$ cat config.mk
export PLATFORM = sky130hd
export DESIGN_NAME = map_arbiter_flat
export DESIGN_NICKNAME = d
export VERILOG_FILES = /design/src/rtl/map_arb_pkg.sv /design/src/rtl/map_arbiter_if.sv /design/src/rtl/map_pipe_delay.sv /design/src/rtl/map_arbiter.sv /design/src/flat_wrapper.sv
export SDC_FILE = /design/constraint.sdc
export NUM_CORES = 1
export LEC_CHECK = 0
export CAP_MARGIN = 10
export CORE_MARGIN = 4
export CORE_UTILIZATION = 45
export DETAILED_ROUTE_END_ITERATION = 16
export HOLD_SLACK_MARGIN = 0.12
export PLACE_DENSITY = 0.74
export SYNTH_ARGS = -nofsm -noshare
export SYNTH_HDL_FRONTEND = slang
export SYNTH_SLANG_ARGS = --single-unit
$ cat constraint.sdc
create_clock -name clk -period 4.39 [get_ports clk]
set_clock_uncertainty 0.2 [all_clocks]
set_input_delay 0.6585 -clock clk [delete_from_list [all_inputs] [get_ports clk]]
set_output_delay 0.6585 -clock clk [all_outputs]
set_load 0.005 [all_outputs]
$ cat src/rtl/map_arb_pkg.sv
// Shared types and constants for the world-map read arbiter.
package map_arb_pkg;

  localparam int MAP_ADDR_W  = 14;
  localparam int MAP_COORD_W = 7;
  localparam int PIX_W       = 12;

  localparam logic [1:0] OOR_VALUE_DEF = 2'b11;

  typedef enum logic [2:0] {
    BOT_IDLE,
    BOT_WAIT,
    BOT_READ,
    BOT_ACK,
    BOT_HOLD
  } bot_state_e;

  // Per-request video tag carried alongside the BRAM read.
  typedef struct packed {
    logic             vld;
    logic             miss;
    logic             oor;
    logic [PIX_W-1:0] row;
    logic [PIX_W-1:0] col;
  } vid_tag_t;

endpackage

$ cat src/rtl/map_arbiter_if.sv
// Video, bot and BRAM signal bundle of the map arbiter.
// The slave side is the arbiter; the master side is its environment.
interface map_arbiter_if;
  import map_arb_pkg::*;

  logic                   vid_req;
  logic [PIX_W-1:0]       vid_row;
  logic [PIX_W-1:0]       vid_col;
  logic                   vid_valid;
  logic [1:0]             vid_map_value;
  logic                   vid_miss;
  logic [PIX_W-1:0]       vid_row_q;
  logic [PIX_W-1:0]       vid_col_q;

  logic                   bot_req;
  logic [MAP_COORD_W-1:0] bot_locX;
  logic [MAP_COORD_W-1:0] bot_locY;
  logic                   bot_ack;
  logic [1:0]             bot_map_value;

  logic                   mem_en;
  logic [MAP_ADDR_W-1:0]  mem_addr;
  logic [1:0]             mem_data;

  modport slave (
    input  vid_req, vid_row, vid_col, bot_req, bot_locX, bot_locY, mem_data,
    output vid_valid, vid_map_value, vid_miss, vid_row_q, vid_col_q,
           bot_ack, bot_map_value, mem_en, mem_addr
  );

  modport master (
    output vid_req, vid_row, vid_col, bot_req, bot_locX, bot_locY, mem_data,
    input  vid_valid, vid_map_value, vid_miss, vid_row_q, vid_col_q,
           bot_ack, bot_map_value, mem_en, mem_addr
  );

endinterface

$ cat src/rtl/map_pipe_delay.sv
// Two-stage register line aligning the video tag with BRAM read data.
// Latency 2 cycles, no stall: one tag in and one tag out every cycle.
module map_pipe_delay
  import map_arb_pkg::*;
(
  input  logic     clk,
  input  logic     rst,
  input  vid_tag_t tag_i,
  output vid_tag_t tag_o
);

  vid_tag_t stage1_q;
  vid_tag_t stage2_q;

  always_ff @(posedge clk or posedge rst) begin
    if (rst) begin
      stage1_q <= '0;
      stage2_q <= '0;
    end else begin
      stage1_q <= tag_i;
      stage2_q <= stage1_q;
    end
  end

  assign tag_o = stage2_q;

endmodule

$ cat src/rtl/map_arbiter.sv
// Shares one BRAM read port between a fixed-latency video stream (result at N+2)
// and a bot requester; video wins the slot unless the bot has waited MAX_WAIT cycles.
module map_arbiter
  import map_arb_pkg::*;
#(
  parameter int         MAX_WAIT  = 1024,
  parameter logic [1:0] OOR_VALUE = OOR_VALUE_DEF
) (
  input  logic          clk,
  input  logic          reset,
  map_arbiter_if.slave  bus
);

  localparam int CNT_W = $clog2(MAX_WAIT) + 1;

  bot_state_e              state_q, state_d;
  logic [CNT_W-1:0]        wait_cnt_q, wait_cnt_d;
  logic [MAP_ADDR_W-1:0]   bot_addr_q, bot_addr_d;
  logic [1:0]              bot_val_q, bot_val_d;
  logic [1:0]              mem_data_q;

  logic                    vid_inrange;
  logic                    force_slot;
  logic                    vid_own;
  logic                    bot_own;
  vid_tag_t                tag_in;
  vid_tag_t                tag_out;

  assign vid_inrange = ~|bus.vid_row[PIX_W-1:9] & ~|bus.vid_col[PIX_W-1:9];
  assign force_slot  = (state_q == BOT_WAIT) && (wait_cnt_q == CNT_W'(MAX_WAIT - 1));
  assign vid_own     = bus.vid_req & vid_inrange & ~force_slot;
  assign bot_own     = (state_q == BOT_WAIT) & ~vid_own;

  assign bus.mem_en   = ~reset & (vid_own | bot_own);
  assign bus.mem_addr = reset   ? '0 :
                        vid_own ? {bus.vid_row[8:2], bus.vid_col[8:2]} :
                        bot_own ? bot_addr_q : '0;

  always_comb begin
    tag_in      = '0;
    tag_in.vld  = bus.vid_req;
    tag_in.miss = bus.vid_req & vid_inrange & force_slot;
    tag_in.oor  = bus.vid_req & ~vid_inrange;
    tag_in.row  = bus.vid_row;
    tag_in.col  = bus.vid_col;
  end

  map_pipe_delay u_pipe (
    .clk   (clk),
    .rst   (reset),
    .tag_i (tag_in),
    .tag_o (tag_out)
  );

  // Read data lands one cycle after the slot; hold it for the second pipe stage.
  always_ff @(posedge clk or posedge reset) begin
    if (reset) begin
      mem_data_q <= '0;
    end else begin
      mem_data_q <= bus.mem_data;
    end
  end

  assign bus.vid_valid     = tag_out.vld;
  assign bus.vid_miss      = tag_out.vld & tag_out.miss;
  assign bus.vid_map_value = !tag_out.vld                  ? 2'b00 :
                             (tag_out.oor || tag_out.miss) ? OOR_VALUE : mem_data_q;
  assign bus.vid_row_q     = tag_out.row;
  assign bus.vid_col_q     = tag_out.col;

  always_ff @(posedge clk or posedge reset) begin
    if (reset) begin
      state_q    <= BOT_IDLE;
      wait_cnt_q <= '0;
      bot_addr_q <= '0;
      bot_val_q  <= '0;
    end else begin
      state_q    <= state_d;
      wait_cnt_q <= wait_cnt_d;
      bot_addr_q <= bot_addr_d;
      bot_val_q  <= bot_val_d;
    end
  end

  always_comb begin
    state_d    = state_q;
    wait_cnt_d = '0;
    bot_addr_d = bot_addr_q;
    bot_val_d  = bot_val_q;
    case (state_q)
      BOT_IDLE: begin
        if (bus.bot_req) begin
          state_d    = BOT_WAIT;
          bot_addr_d = {bus.bot_locY, bus.bot_locX};
        end
      end
      BOT_WAIT: begin
        if (bot_own) begin
          state_d = BOT_READ;
        end else begin
          wait_cnt_d = wait_cnt_q + 1'b1;
        end
      end
      BOT_READ: begin
        bot_val_d = bus.mem_data;
        state_d   = BOT_ACK;
      end
      BOT_ACK: begin
        state_d = bus.bot_req ? BOT_HOLD : BOT_IDLE;
      end
      // A request still held after its ack must drop before another is taken.
      BOT_HOLD: begin
        if (!bus.bot_req) begin
          state_d = BOT_IDLE;
        end
      end
      default: state_d = BOT_IDLE;
    endcase
  end

  assign bus.bot_ack       = (state_q == BOT_ACK);
  assign bus.bot_map_value = bot_val_q;

endmodule
$ cat src/flat_wrapper.sv
// flat-port wrapper written by rule: the top's interface ports become plain ports
module map_arbiter_flat import map_arb_pkg::*;
#(
  parameter int         MAX_WAIT  = 1024,
  parameter logic [1:0] OOR_VALUE = OOR_VALUE_DEF
)
  (clk, reset, bus_vid_req, bus_vid_row, bus_vid_col, bus_bot_req, bus_bot_locX, bus_bot_locY, bus_mem_data, bus_vid_valid, bus_vid_map_value, bus_vid_miss, bus_vid_row_q, bus_vid_col_q, bus_bot_ack, bus_bot_map_value, bus_mem_en, bus_mem_addr);
  map_arbiter_if bus_i ();
  input  logic clk;
  input  logic reset;
  input wire logic [$bits(bus_i.vid_req)-1:0] bus_vid_req;
  input wire logic [$bits(bus_i.vid_row)-1:0] bus_vid_row;
  input wire logic [$bits(bus_i.vid_col)-1:0] bus_vid_col;
  input wire logic [$bits(bus_i.bot_req)-1:0] bus_bot_req;
  input wire logic [$bits(bus_i.bot_locX)-1:0] bus_bot_locX;
  input wire logic [$bits(bus_i.bot_locY)-1:0] bus_bot_locY;
  input wire logic [$bits(bus_i.mem_data)-1:0] bus_mem_data;
  output wire logic [$bits(bus_i.vid_valid)-1:0] bus_vid_valid;
  output wire logic [$bits(bus_i.vid_map_value)-1:0] bus_vid_map_value;
  output wire logic [$bits(bus_i.vid_miss)-1:0] bus_vid_miss;
  output wire logic [$bits(bus_i.vid_row_q)-1:0] bus_vid_row_q;
  output wire logic [$bits(bus_i.vid_col_q)-1:0] bus_vid_col_q;
  output wire logic [$bits(bus_i.bot_ack)-1:0] bus_bot_ack;
  output wire logic [$bits(bus_i.bot_map_value)-1:0] bus_bot_map_value;
  output wire logic [$bits(bus_i.mem_en)-1:0] bus_mem_en;
  output wire logic [$bits(bus_i.mem_addr)-1:0] bus_mem_addr;
  assign bus_i.vid_req = bus_vid_req;
  assign bus_i.vid_row = bus_vid_row;
  assign bus_i.vid_col = bus_vid_col;
  assign bus_i.bot_req = bus_bot_req;
  assign bus_i.bot_locX = bus_bot_locX;
  assign bus_i.bot_locY = bus_bot_locY;
  assign bus_i.mem_data = bus_mem_data;
  assign bus_vid_valid = bus_i.vid_valid;
  assign bus_vid_map_value = bus_i.vid_map_value;
  assign bus_vid_miss = bus_i.vid_miss;
  assign bus_vid_row_q = bus_i.vid_row_q;
  assign bus_vid_col_q = bus_i.vid_col_q;
  assign bus_bot_ack = bus_i.bot_ack;
  assign bus_bot_map_value = bus_i.bot_map_value;
  assign bus_mem_en = bus_i.mem_en;
  assign bus_mem_addr = bus_i.mem_addr;
  map_arbiter #(.MAX_WAIT(MAX_WAIT), .OOR_VALUE(OOR_VALUE)) u_core (.clk(clk), .reset(reset), .bus(bus_i));
endmodule
## Word level (Yosys, flattened, before mapping)

Cells that the tools add are included.

- Logic and storage cells: 58
- Input bits: 44
- Register bits: 86
- Output and inout port bits: 46

- $add $sub $neg: 1
- Eq/ne operators: 8
- Bitwise logic cells: 13
- Reduce and logical (&&, ||, !) cells: 9
- Mux-type cells: 12

Operators by type and width:

| kind | number |
|---|---|
| 14-bit 2-to-1 mux | 3 |
| 11-bit 2-to-1 mux | 2 |
| 3-bit case mux with 5 select lines | 1 |
| 3-bit 2-to-1 mux | 4 |
| 11-bit by 1-bit adder with 11-bit output, second input constant | 1 |
| 11-bit by 10-bit == test with 1-bit output, second input constant | 1 |
| 1-bit bitwise AND | 8 |
| 3-bit by 2-bit == test with 1-bit output, second input constant | 2 |
| 3-bit OR reduction | 2 |
| 2-bit 2-to-1 mux | 2 |
| 2-bit != test, second input constant | 2 |
| 1-bit inverter | 4 |
| 3-bit by 1-bit == test with 1-bit output, second input constant | 1 |
| 3-bit == test, second input constant | 1 |
| 3-bit logical NOT | 1 |
| 3-bit AND reduction | 1 |
| 1-bit logical NOT | 2 |
| 2-bit by 1-bit != test with 1-bit output, second input constant | 1 |
| 2-bit AND reduction | 1 |
| 1-bit logical AND | 1 |
| 1-bit logical OR | 1 |
| 1-bit OR | 1 |

## Logic depth before layout (Yosys ltp)

- Depth after elaboration: 10
- Mapped depth: 7
- Mapped depth without buffers: 5

## Modules after synthesis

From an unflattened synthesis, not the netlist that was laid out.

- Cells, all modules: 223
- Area, all modules: 3120.5 µm²

By module, submodules not included:

| module | sequential area each (µm²) | cells each | area an instance (µm²) | times used |
|---|---|---|---|---|
| map_arbiter | 800.8 | 168 | 1765.4 | 1 |
| map_pipe_delay | 1351.3 | 55 | 1355.0 | 1 |

## Least setup slack after synthesis

No wires, ideal clock.

- Path kind: input-to-output
- From: in bus_vid_row[10]
- To: out bus_mem_addr[10]
- Path buffers: 2
- Arrival: 1855 ps
- Setup slack: 1677 ps
- Stages on the path: 6
- Cell sequence: nor4_1 > and3_1 > clkbuf_1 > buf_2 > o211ai_1 > a21oi_1

- Longest elaborated chain between the ends: 10

RTL lines:

| what | RTL line | RTL |
|---|---|---|
| from (decl) | flat_wrapper.sv:12 | `input wire logic [$bits(bus_i.vid_row)-1:0] bus_vid_row;` |
| 3-bit OR reduction (*) | map_arbiter.sv:29 | `assign vid_inrange = ~\|bus.vid_row[PIX_W-1:9] & ~\|bus.vid_col[PIX_W-1:9];` |
| 1-bit logical NOT (*) | map_arbiter.sv:29 |  |
| 1-bit bitwise AND (*) | map_arbiter.sv:29 |  |
| 1-bit bitwise AND (*) (2 in a row) | map_arbiter.sv:31 | `assign vid_own = bus.vid_req & vid_inrange & ~force_slot;` |
| 1-bit inverter | map_arbiter.sv:32 | `assign bot_own = (state_q == BOT_WAIT) & ~vid_own;` |
| 1-bit bitwise AND | map_arbiter.sv:32 |  |
| 14-bit 2-to-1 mux | map_arbiter.sv:37 | `bot_own ? bot_addr_q : '0;` |
| 14-bit 2-to-1 mux (*) | map_arbiter.sv:36 | `vid_own ? {bus.vid_row[8:2], bus.vid_col[8:2]} :` |
| 14-bit 2-to-1 mux (*) | map_arbiter.sv:35 | `assign bus.mem_addr = reset ? '0 :` |
| to (decl) | flat_wrapper.sv:26 | `output wire logic [$bits(bus_i.mem_addr)-1:0] bus_mem_addr;` |

Mark *: on every way between the ends. The rest lies on a longest branch, timed or not.

## Final worst setup path

- From: in bus_vid_row[10]
- To: out bus_mem_addr[13]

The elaborated chain is that of the path after synthesis.

==> summary.txt <==
Run status
  • Run status: finished, final reports clean

Global routing
  • Maximum number of pins on one net before global-route repair: 66
  • Vias in the first global route: 2104
  • All-layer global routing usage: 15.89%
  • First-pass GRT wire length: 10630 um
  • Overflow left after global routing: 0
  • Initial antenna violation count: 0

Synth
  • Async S/R FF share, synth: 100.0%
  • Post-synth EDFFs: 0
  • Cell types with the highest counts after synthesis: dfrtp_1 (86), o211ai_1 (28), buf_4 (24), a21oi_1 (16), mux2_2 (16)
  • Synthesized area: 3257 sq um
  • Number of synthesized register bits: 86
  • Post-synthesis sequential area ratio: 66.08%
  • Most frequently used cell type in the post-synthesis netlist: dfrtp_1
  • Dominant synthesized flop cell: dfrtp_1
  • Cell accounting for the most synthesized area: dfrtp_1
  • Synthesis Warnings: 0
  • Number of nets in the synthesized netlist: 288
  • Cell types with the largest area share after synthesis: dfrtp_1 (66%), o211ai_1 (6.5%), buf_4 (5.5%)
  • Post-synthesis cell type count: 35
  • Syn Area/Cell: 13.40 sq um
  • Fraction of synthesized cell area taken by the top area cell type: 66.08%
  • Post-synthesis cell count: 243

Drt
  • DR vias: 2048
  • Number of iterations in the first detailed-routing pass: 4
  • Number of remaining DRC errors: 0
  • Mean routed wirelength per cell: roughly 16 um
  • Total detailed-routing wirelength: 6405 um
  • Antenna-violating nets left: 0
  • Drt first-iter violations: 82
  • DR vias/cell: between 4 and 5

Flow run
  • Max_cap viols: 0

STA
  • Final Hold Fails: 0
  • Relative max-transition margin: approximately three fifths
  • Part of the cycle the worst path needs: 89.57%
  • Setup TNS: 0 ns
  • Unrepaired setup endpoints after global routing: false
  • Max Clock Freq: 254.3 MHz
  • Worst-margin pin slew: around 0.58 ns
  • Final count of negative-setup-slack endpoints: 0
  • Time the final worst path needs with I/O delays and setup: 3.932 ns
  • Worst hold margin: approximately 0.15 ns
  • Count of final max-slew check failures: 0

Clock tree
  • H-tree lvl count: 3
  • CTS Sinks: 86
  • Post-CTS Setup Inserts: 0
  • Clock slew at the register clock pins of the worst setup and hold paths: approximately 0.080 ns
  • Clock tree from TritonCTS: built
  • Number of CTS-inserted buffers: 9
  • Quantity of hold-fixing buffers added after cts: 0
  • Worst-case clock buffer depth: 2
  • # resized after CTS: 0
  • Clock tree root buffer cell: clkbuf_8
  • Clock latency reported for the late side of the worst-skew pair: 0.34 ns

Setup path
  • R2r worst-path depth: 5
  • Critical Path RT: 3.53 ns
  • Crit path top cell by count: clkdlybuf4s50_1
  • Series of cell instances along the critical path: clkdlybuf4s50_1 -> nor4_1 -> and3_1 -> o211ai_1 -> a21oi_1 -> clkdlybuf4s50_1
  • Kind of start point of the critical path: input pin
  • Maximum net fanout on the critical path: 16
  • Startpoint-to-endpoint class of the critical path: input pin to output port
  • Standard cell with the maximum stage delay on the critical path: and3_1
  • Data arrival time of the critical path: 3.07 ns
  • Max stage delay on crit path: approximately 0.60 ns
  • Sort of element at the end of the critical path: output port

Floorplanning
  • Horizontal die dimension: 93.08 um
  • Boundary Pins: 90
  • Height of the chip: slightly above 90 um
  • Cell row count: 30
  • Core Region: 6907 sq um
  • Effective utilization at floorplan: 47.16%
  • Die ar.: 8663 sq um

Power
  • Max VDD drop: 243.5 uV
  • Leakage power summed over all cells: 0.001700 uW
  • Pwr/cell area: around 460 nW/um^2

Place
  • Half-perimeter wire length after detailed placement: 4627 um
  • # port buffers: 89
  • Global placer's final weighted congestion: 0.7757
  • Cell area reported after detailed placement: around 4100 sq um
  • Inst Count DP: 395

Layout
  • Net count of the finished layout: 355
  • Post-route non-filler standard cell count: 411
  • Inserted Diodes: 0
  • Post-Layout Inst Area: 4278 sq um
  • Signed area change from the synthesized netlist to the final layout: 31.35%
  • Final core utilization: between 60% and 70%
  • Share of post-route cells with drive strength above 1: roughly 14%

Hold path
  • Instance count along the most critical hold path: 0
  • Type of the most critical hold path: register to register
==> state kept, by name, indices dropped and copies added (netlist names) <==
name	count
u_core.wait_cnt_q	11
u_core.bot_addr_q	14
u_core.u_pipe.tag_o	27
u_core.state_q	3
u_core.bus.bot_map_value	2
u_core.mem_data_q	2
u_core.u_pipe.stage1_q	27
==> final cells by class <==
class	count	area (sq um)
inverters	2	8.758
repair buffers	94	940.9
multi-input cells	117	849.6
clock buffers	10	137.6
fillers	542	2629
well taps	96	120.1
clock inverters	6	68.82
flip-flops and latches	86	2152
==> worst max-delay path, delay by kind of cell <==
kind / cells / cell delay (ns)
compound gates: 2 / 0.41
simple gates: 2 / 1.05
buf+inv: 2 / 0.94
==> placed cells by master (no fill, tap or decap), drive strengths merged <==
cell,netlist,layout
nor4,2,2
or4,1,1
and4,1,1
o21ai,1,1
a21boi,1,1
and2,1,1
a311oi,1,1
dfrtp,86,86
nand3,5,5
bufinv,0,1
nor2,14,14
nor3,3,3
or3b,1,1
and3,1,1
nand4,2,2
o31a,2,2
and3b,1,1
o211ai,28,28
ha,1,1
clkbuf,7,10
clkdlybuf4s50,0,89
buf,31,5
xnor2,5,5
o31ai,1,1
nor2b,1,1
nor3b,2,2
clkinvlp,0,1
mux2,16,16
nor4b,1,1
inv,2,3
clkinv,0,3
a21oi,16,16
xor2,4,4
nand2,5,5
==> metal layers <==
metal  up-vias  global-route usage [%]  wire, um
met4         0                   6.349        89
li1        968                       -         -
met2        68                   23.46      3084
met3         7                   3.862       323
met1      1005                   22.68      2907
met5         -                       0         0
==> through the flow <==
stage          setup WS, ns  total power [uW]
2_1_floorplan        0.9451              1248
3_5_place_dp         0.4667              1442
5_1_grt              0.1895              2091
6_report             0.4577              1980
3_3_place_gp         0.5343              1428
4_1_cts              0.4464              2003
==> final timing paths <==
path	from	end	slack [ns]
worst min register to register	u_core.u_pipe.stage1_q[10]	u_core.u_pipe.tag_o[10]	0.15
min in group asynchronous	reset	u_core.bot_addr_q[4]	0.85
worst max register to register	u_core.wait_cnt_q[0]	u_core.state_q[0]	1.89
worst min-delay path	u_core.u_pipe.stage1_q[10]	u_core.u_pipe.tag_o[10]	0.15
worst max-delay path	bus_vid_row[10]	bus_mem_addr[13]	0.46
max in group asynchronous	reset	u_core.u_pipe.stage1_q[7]	2.49
==> cells by family after synthesis <==
family                   count (synthesis)  share of synthesized area, %
flip-flops                              86                         66.08
AND/OR/NAND/NOR                         41                         7.223
XOR/XNOR                                 9                         2.420
buffers and inverters                   40                         7.837
multiplexers                            16                         5.532
adder cells (fa/ha/maj)                  1                        0.3841
AO/OA/AOI/OAI                           50                         10.53
==> power by group <==
part | leakage [uW] | switching [uW] | internal (uW)
logic | 0.000560 | 176 | 268
clock network | 0.000103 | 275 | 282
registers | 0.00104 | 73.5 | 905
No activity file was read; power rests on OpenSTA's default activity.
